[config.mk]
export PLATFORM = sky130hd
export DESIGN_NAME = ex_mem_skid_stage_flat
export DESIGN_NICKNAME = d
export VERILOG_FILES = /design/src/rtl/ex_mem_skid_stage_if.sv /design/src/rtl/ex_mem_skid_stage.sv /design/src/flat_wrapper.sv
export SDC_FILE = /design/constraint.sdc
export NUM_CORES = 1
export LEC_CHECK = 0
export BUFFER_PORTS_ARGS = -buffer_cell sky130_fd_sc_hd__buf_2
export CORE_UTILIZATION = 35
export DETAILED_ROUTE_END_ITERATION = 10
export PLACE_DENSITY = 0.67
export SYNTH_ARGS = -nofsm -noshare
export SYNTH_HDL_FRONTEND = slang
export SYNTH_SLANG_ARGS = --single-unit
[constraint.sdc]
create_clock -name clk_i -period 2.81 [get_ports clk_i]
set_input_delay 0 -clock clk_i [delete_from_list [all_inputs] [get_ports clk_i]]
set_output_delay 0 -clock clk_i [all_outputs]
set_load 0.01 [all_outputs]
[src/rtl/ex_mem_skid_stage_if.sv]
// EX->MEM stage bus: upstream valid/ready + payload, downstream valid/ready + head entry.
// Optional perf counter outputs present only when EX_MEM_PERF_EN is defined.
interface ex_mem_skid_stage_if #(
    parameter int unsigned DATA_W = 32,
    parameter int unsigned RD_W   = 5,
    parameter int unsigned WB_W   = 2,
    parameter int unsigned CNT_W  = 16
);
    // Elaboration-time sanity on widths
    if (DATA_W == 0 || RD_W == 0 || WB_W == 0 || CNT_W == 0) begin : g_bad_width
        $error("ex_mem_skid_stage_if: all widths must be non-zero");
    end

    // Upstream (EX) side
    logic              valid_i;
    logic              ready_o;
    logic              flush_i;
    logic [WB_W-1:0]   WB_i;
    logic [1:0]        MEM_i;
    logic [DATA_W-1:0] ALUOut_i;
    logic [DATA_W-1:0] RTdata_i;
    logic [RD_W-1:0]   RDaddr_i;

    // Downstream (MEM) side
    logic              valid_o;
    logic              ready_i;
    logic [WB_W-1:0]   WB_o;
    logic              MemRead_o;
    logic              MemWrite_o;
    logic [DATA_W-1:0] ALUOut_o;
    logic [DATA_W-1:0] RTdata_o;
    logic [RD_W-1:0]   RDaddr_o;

`ifdef EX_MEM_PERF_EN
    logic [CNT_W-1:0]  stall_cnt_o;
    logic [CNT_W-1:0]  bubble_cnt_o;
    logic [CNT_W-1:0]  flush_cnt_o;

    modport slave (
        input  valid_i, flush_i, WB_i, MEM_i, ALUOut_i, RTdata_i, RDaddr_i, ready_i,
        output ready_o, valid_o, WB_o, MemRead_o, MemWrite_o, ALUOut_o, RTdata_o, RDaddr_o,
        output stall_cnt_o, bubble_cnt_o, flush_cnt_o
    );

    modport master (
        output valid_i, flush_i, WB_i, MEM_i, ALUOut_i, RTdata_i, RDaddr_i, ready_i,
        input  ready_o, valid_o, WB_o, MemRead_o, MemWrite_o, ALUOut_o, RTdata_o, RDaddr_o,
        input  stall_cnt_o, bubble_cnt_o, flush_cnt_o
    );
`else
    modport slave (
        input  valid_i, flush_i, WB_i, MEM_i, ALUOut_i, RTdata_i, RDaddr_i, ready_i,
        output ready_o, valid_o, WB_o, MemRead_o, MemWrite_o, ALUOut_o, RTdata_o, RDaddr_o
    );

    modport master (
        output valid_i, flush_i, WB_i, MEM_i, ALUOut_i, RTdata_i, RDaddr_i, ready_i,
        input  ready_o, valid_o, WB_o, MemRead_o, MemWrite_o, ALUOut_o, RTdata_o, RDaddr_o
    );
`endif
endinterface

[src/rtl/ex_mem_skid_stage.sv]
// EX->MEM pipeline stage with valid/ready flow control and a 2-entry skid buffer
// (main reg drives the outputs, skid reg absorbs one extra entry under back-pressure).
// ready_o is a function of state and reset only, so it never combinationally follows ready_i.
// Optional: define EX_MEM_PERF_EN for saturating stall/bubble/flush counters.
module ex_mem_skid_stage #(
    parameter int unsigned DATA_W = 32,
    parameter int unsigned RD_W   = 5,
    parameter int unsigned WB_W   = 2,
    parameter int unsigned CNT_W  = 16
) (
    input  logic                clk_i,
    input  logic                rst_i,
    ex_mem_skid_stage_if.slave  bus
);

    // Elaboration-time sanity on widths
    if (DATA_W == 0 || RD_W == 0 || WB_W == 0 || CNT_W == 0) begin : g_bad_width
        $error("ex_mem_skid_stage: all widths must be non-zero");
    end

    typedef struct packed {
        logic [WB_W-1:0]   wb;
        logic [1:0]        mem;
        logic [DATA_W-1:0] alu;
        logic [DATA_W-1:0] rt;
        logic [RD_W-1:0]   rd;
    } entry_t;

    typedef enum logic [1:0] {
        ST_EMPTY = 2'd0,
        ST_ONE   = 2'd1,
        ST_FULL  = 2'd2
    } state_e;

    state_e state_q, state_d;
    entry_t main_q,  main_d;
    entry_t skid_q,  skid_d;

    logic   ready_c;
    logic   valid_c;
    logic   accept_c;
    logic   emit_c;
    entry_t in_c;

    // Handshake terms
    assign ready_c  = rst_i & (state_q != ST_FULL);
    assign valid_c  = (state_q != ST_EMPTY);
    assign accept_c = bus.valid_i & ready_c;
    assign emit_c   = valid_c & bus.ready_i;

    // Incoming entry
    assign in_c = '{wb: bus.WB_i, mem: bus.MEM_i, alu: bus.ALUOut_i,
                    rt: bus.RTdata_i, rd: bus.RDaddr_i};

    // Next-state and storage update; flush overrides everything and leaves data untouched
    always_comb begin
        state_d = state_q;
        main_d  = main_q;
        skid_d  = skid_q;
        case (state_q)
            ST_EMPTY: begin
                if (accept_c) begin
                    main_d  = in_c;
                    state_d = ST_ONE;
                end
            end
            ST_ONE: begin
                if (accept_c && emit_c) begin
                    main_d = in_c;
                end else if (accept_c) begin
                    skid_d  = in_c;
                    state_d = ST_FULL;
                end else if (emit_c) begin
                    state_d = ST_EMPTY;
                end
            end
            ST_FULL: begin
                if (emit_c) begin
                    main_d  = skid_q;
                    state_d = ST_ONE;
                end
            end
            default: begin
                state_d = ST_EMPTY;
            end
        endcase
        if (bus.flush_i) begin
            state_d = ST_EMPTY;
            main_d  = main_q;
            skid_d  = skid_q;
        end
    end

    // State and storage registers with synchronous active-low reset
    always_ff @(posedge clk_i) begin
        if (!rst_i) begin
            state_q <= ST_EMPTY;
            main_q  <= '0;
            skid_q  <= '0;
        end else begin
            state_q <= state_d;
            main_q  <= main_d;
            skid_q  <= skid_d;
        end
    end

    // Head outputs; control is gated so an empty stage presents a NOP
    assign bus.ready_o    = ready_c;
    assign bus.valid_o    = valid_c;
    assign bus.WB_o       = main_q.wb & {WB_W{valid_c}};
    assign bus.MemRead_o  = main_q.mem[0] & valid_c;
    assign bus.MemWrite_o = main_q.mem[1] & valid_c;
    assign bus.ALUOut_o   = main_q.alu;
    assign bus.RTdata_o   = main_q.rt;
    assign bus.RDaddr_o   = main_q.rd;

`ifdef EX_MEM_PERF_EN
    logic [CNT_W-1:0] stall_cnt_q,  stall_cnt_d;
    logic [CNT_W-1:0] bubble_cnt_q, bubble_cnt_d;
    logic [CNT_W-1:0] flush_cnt_q,  flush_cnt_d;

    // Saturating event counters
    always_comb begin
        stall_cnt_d  = stall_cnt_q;
        bubble_cnt_d = bubble_cnt_q;
        flush_cnt_d  = flush_cnt_q;
        if (valid_c && !bus.ready_i && (stall_cnt_q != '1)) begin
            stall_cnt_d = stall_cnt_q + CNT_W'(1);
        end
        if (!valid_c && (bubble_cnt_q != '1)) begin
            bubble_cnt_d = bubble_cnt_q + CNT_W'(1);
        end
        if (bus.flush_i && (flush_cnt_q != '1)) begin
            flush_cnt_d = flush_cnt_q + CNT_W'(1);
        end
    end

    // Counter registers, cleared by reset only
    always_ff @(posedge clk_i) begin
        if (!rst_i) begin
            stall_cnt_q  <= '0;
            bubble_cnt_q <= '0;
            flush_cnt_q  <= '0;
        end else begin
            stall_cnt_q  <= stall_cnt_d;
            bubble_cnt_q <= bubble_cnt_d;
            flush_cnt_q  <= flush_cnt_d;
        end
    end

    assign bus.stall_cnt_o  = stall_cnt_q;
    assign bus.bubble_cnt_o = bubble_cnt_q;
    assign bus.flush_cnt_o  = flush_cnt_q;
`endif

endmodule

[src/flat_wrapper.sv]
// flat-port wrapper written by rule: the top's interface ports become plain ports
module ex_mem_skid_stage_flat 
#(
    parameter int unsigned DATA_W = 32,
    parameter int unsigned RD_W   = 5,
    parameter int unsigned WB_W   = 2,
    parameter int unsigned CNT_W  = 16
)
  (clk_i, rst_i, bus_valid_i, bus_flush_i, bus_WB_i, bus_MEM_i, bus_ALUOut_i, bus_RTdata_i, bus_RDaddr_i, bus_ready_i, bus_ready_o, bus_valid_o, bus_WB_o, bus_MemRead_o, bus_MemWrite_o, bus_ALUOut_o, bus_RTdata_o, bus_RDaddr_o);
  ex_mem_skid_stage_if #(.DATA_W(DATA_W), .RD_W(RD_W), .WB_W(WB_W), .CNT_W(CNT_W)) bus_i ();
  input  logic clk_i;
  input  logic rst_i;
  input wire logic [$bits(bus_i.valid_i)-1:0] bus_valid_i;
  input wire logic [$bits(bus_i.flush_i)-1:0] bus_flush_i;
  input wire logic [$bits(bus_i.WB_i)-1:0] bus_WB_i;
  input wire logic [$bits(bus_i.MEM_i)-1:0] bus_MEM_i;
  input wire logic [$bits(bus_i.ALUOut_i)-1:0] bus_ALUOut_i;
  input wire logic [$bits(bus_i.RTdata_i)-1:0] bus_RTdata_i;
  input wire logic [$bits(bus_i.RDaddr_i)-1:0] bus_RDaddr_i;
  input wire logic [$bits(bus_i.ready_i)-1:0] bus_ready_i;
  output wire logic [$bits(bus_i.ready_o)-1:0] bus_ready_o;
  output wire logic [$bits(bus_i.valid_o)-1:0] bus_valid_o;
  output wire logic [$bits(bus_i.WB_o)-1:0] bus_WB_o;
  output wire logic [$bits(bus_i.MemRead_o)-1:0] bus_MemRead_o;
  output wire logic [$bits(bus_i.MemWrite_o)-1:0] bus_MemWrite_o;
  output wire logic [$bits(bus_i.ALUOut_o)-1:0] bus_ALUOut_o;
  output wire logic [$bits(bus_i.RTdata_o)-1:0] bus_RTdata_o;
  output wire logic [$bits(bus_i.RDaddr_o)-1:0] bus_RDaddr_o;
  assign bus_i.valid_i = bus_valid_i;
  assign bus_i.flush_i = bus_flush_i;
  assign bus_i.WB_i = bus_WB_i;
  assign bus_i.MEM_i = bus_MEM_i;
  assign bus_i.ALUOut_i = bus_ALUOut_i;
  assign bus_i.RTdata_i = bus_RTdata_i;
  assign bus_i.RDaddr_i = bus_RDaddr_i;
  assign bus_i.ready_i = bus_ready_i;
  assign bus_ready_o = bus_i.ready_o;
  assign bus_valid_o = bus_i.valid_o;
  assign bus_WB_o = bus_i.WB_o;
  assign bus_MemRead_o = bus_i.MemRead_o;
  assign bus_MemWrite_o = bus_i.MemWrite_o;
  assign bus_ALUOut_o = bus_i.ALUOut_o;
  assign bus_RTdata_o = bus_i.RTdata_o;
  assign bus_RDaddr_o = bus_i.RDaddr_o;
  ex_mem_skid_stage #(.DATA_W(DATA_W), .RD_W(RD_W), .WB_W(WB_W), .CNT_W(CNT_W)) u_core (.clk_i(clk_i), .rst_i(rst_i), .bus(bus_i));
endmodule
==> results.md <==
- Gates resized, CTS repair: 0
- Reg2Reg Setup Slack: approximately 0.61 ns
- IO Port Bufs: 152
- Syn Inst Count: 779
- Pin count of the biggest net entering global routing: 74
- Die X: ~150 um
- Internal cell power: slightly below 4 mW
- Syn-to-layout area delta: 22.0%
- Most frequent cells in the layout: 152 x buf_2, 148 x dfxtp_1, 75 x dlygate4sd3_1
- Hpwl dp: around 11000 um
- H-tree depth: 4
- Num CTS Buffers: 17
- DR pass1 iterations: 5
- Fin nets: about 950
- Seq. cell area: approximately 3000 um^2
- Routability cong.: around 0.73
- Initial core utilization: 0.359
- Yosys Warn Count: 0
- Clock sink count: roughly 150
- Grt ovf: 0
- #FFs+latches synth: 148
- Die ar.: about 21000 um^2
- Switch share: 0.241
- Worst-Margin Slew: between 0.8 and 0.9 ns
- Seq pwr share: 0.425
- Clock power share: 0.462
- Routed Wire Length: between 20000 and 25000 um
- CP Data Required Time: between 3 and 4 ns
- Startpoint Class: flop
- Post-synthesis average cell area: 9.36 um^2
- Commonest non-fill, non-tap cell in the layout: buf_2
- Initial antenna violation count: 3
- Wire per inst: approximately 18 um
- Tot Pwr: between 5 and 6 mW
- RSZ-0062 raised after global routing: no
- Switching power of the nets: between 1 and 1.5 mW
- Status: complete, no violations
- Comb power frac: 0.113
- Vias/cell: about 5.5
- Max Cap Viol: 0
- Rel. slew slack: 0.410
- Core Footprint: ~20000 um^2
- Rows: between 50 and 60
- Postcts setup bufs: 0
- Pwr Density: a little under 600 nW/um^2
- First-pass GRT wire length: 33000 um
- Total number of vias: 6393
- Final setup fails: 0
- CP Capture Type: flop
- Worst R2R Path Depth: 4
- Clk_lat worst skew: 0.42 ns
- Overall Global Routing Usage: 0.194
- Fin Clk Skew: approximately 0.0080 ns
- Sequential fraction of the synthesis area: 0.406
- Residual DRC: 0
- Vias in the first global route: 6373
- Worst EP arrival: 2.50 ns
- TritonCTS clock tree: done
- Tmin final: around 2.2 ns
- Clock Path Buffers: 2
- Hold Buf Count CTS: 75
- Fin Setup TNS: 0 ns
- Mapped Nets: 857
- Max VDD drop: approximately 0.00036 V
- Crit path launch: u_core.state_q[0]$_SDFFE_PP0P_
- Fmax achieved: about 0.46 GHz
- Area of the multi-input gates: around 3300 um^2
- DR iter-0 viols: about 570
- WS Path Type: flop to flop
- Antenna Nets Post-Route: 0
- Leak Pwr: 3.74 nW
- Finished Layout Cells: between 1000 and 1500
- # placed instances: between 1000 and 1500
- Hold/Removal Path Class: input pin to flop
- Fin. Hold Viols: 0
- End of the critical path: u_core.state_q[1]$_SDFFE_PP0P_
- Layout cell share with drive strength beyond 1: 0.235
- FILL cells: roughly 2000
- Count of final max-slew check failures: 0
- Distinct cells, synth: 29
- Ports: between 150 and 200
- Post-Synthesis Cell Area: around 7300 um^2
- RR Endpoint: u_core.state_q[1]$_SDFFE_PP0P_
- Fin crit share: 0.781
- Reg clk slew, reported paths: 0.06 ns
- Root buf cell: clkbuf_16
- Die Ht: between 100 and 150 um
- CP Max Fanout: 26
- FF-to-FF Start: u_core.state_q[0]$_SDFFE_PP0P_
worst min-delay path by stage:
| stage | from | to | slack (ns) | depth (start not counted) |
|---|---|---|---|---|
| after global placement | bus_ALUOut_i[7] | u_core.skid_q[44]$_SDFFE_PN0P_ | 0.27 | 3 |
| after CTS | bus_valid_i | u_core.state_q[0]$_SDFFE_PP0P_ | 0.03 | 4 |
| final | bus_valid_i | u_core.state_q[0]$_SDFFE_PP0P_ | 0.04 | 4 |
| after floorplan | bus_ready_i | u_core.state_q[1]$_SDFFE_PP0P_ | 0.07 | 1 |
| after detailed placement | bus_RTdata_i[0] | u_core.skid_q[5]$_SDFFE_PN0P_ | 0.27 | 3 |
| after global routing | bus_flush_i | u_core.state_q[0]$_SDFFE_PP0P_ | 0.08 | 3 |
metrics by stage:
step	util	cell area (um^2)	worst slack (ns)	hold slack, ns
after detailed placement	0.371	7530	0.738	0.270
after global placement	0.371	7530	0.773	0.266
after global routing	0.438	8890	0.522	0.0833
after CTS	0.438	8890	0.619	0.0277
after floorplan	-	7290	1.43	0.0728
final	0.438	8900	0.615	0.0449
synth_stat cells, drive strengths merged:
library cell | n | share of area
o21ai | 73 | 0.050
dfxtp | 148 | 0.41
a211oi | 74 | 0.076
nand2b | 3 | 0.0026
or3b | 1 | 0.0012
nor2 | 3 | 0.0026
nand4bb | 1 | 0.0015
nor2b | 5 | 0.0043
nand3b | 1 | 0.0010
o21a | 1 | 0.0010
clkbuf | 45 | 0.024
a31o | 1 | 0.0012
a311oi | 73 | 0.088
nor4bb | 1 | 0.0014
inv | 2 | 0.0010
and4bb | 1 | 0.0017
nand3 | 73 | 0.050
a21oi | 74 | 0.051
mux2i | 74 | 0.10
and2 | 2 | 0.0017
buf | 122 | 0.13
nand2 | 1 | 0.00051
critical path, stage by stage, from the launching register on:
cell,delay (ns)
dfxtp_1,0.56
nand2b_4,0.53
buf_12,0.29
a211oi_1,0.10
dlygate4sd3_1,0.58
power by group through the flow:
stage                     Clock, mW  Combinational, mW  Sequential (mW)
after detailed placement          0              0.500             2.24
final                          2.39              0.585             2.20
after global placement            0              0.494             2.24
after global routing           2.53              0.633             2.20
after floorplan                   0              0.374             2.23
after CTS                      2.44              0.583             2.20
state kept, by name, indices dropped and copies added (netlist names):
name and count:
u_core.bus.ALUOut_o 32, u_core.bus.RDaddr_o 5, u_core.bus.RTdata_o 32, u_core.main_q 4
u_core.skid_q 73, u_core.state_q 2
layer usage:
layer | wire length (um) | track usage
met2 | 10200 | 0.327
met3 | 910 | 0.0406
met1 | 9210 | 0.236
met4 | 544 | 0.0906
met5 | 0 | 0
cell type report:
cell class,instances,area share
tap,270,0.0380
multi-input combinational,462,0.366
sequential,148,0.333
timing repair buffer,245,0.192
clock buffer,22,0.0511
antenna,4,0.00113
clock inverter,9,0.0173
inverter,2,0.00113
logic make-up after synthesis:
kind of cell,count (synthesis),share of synthesized area
simple gates,92,0.0686
buf+inv,169,0.157
mux,74,0.102
compound gates,296,0.267
flops,148,0.406
Note: power is estimated with default switching activity, not from simulation.
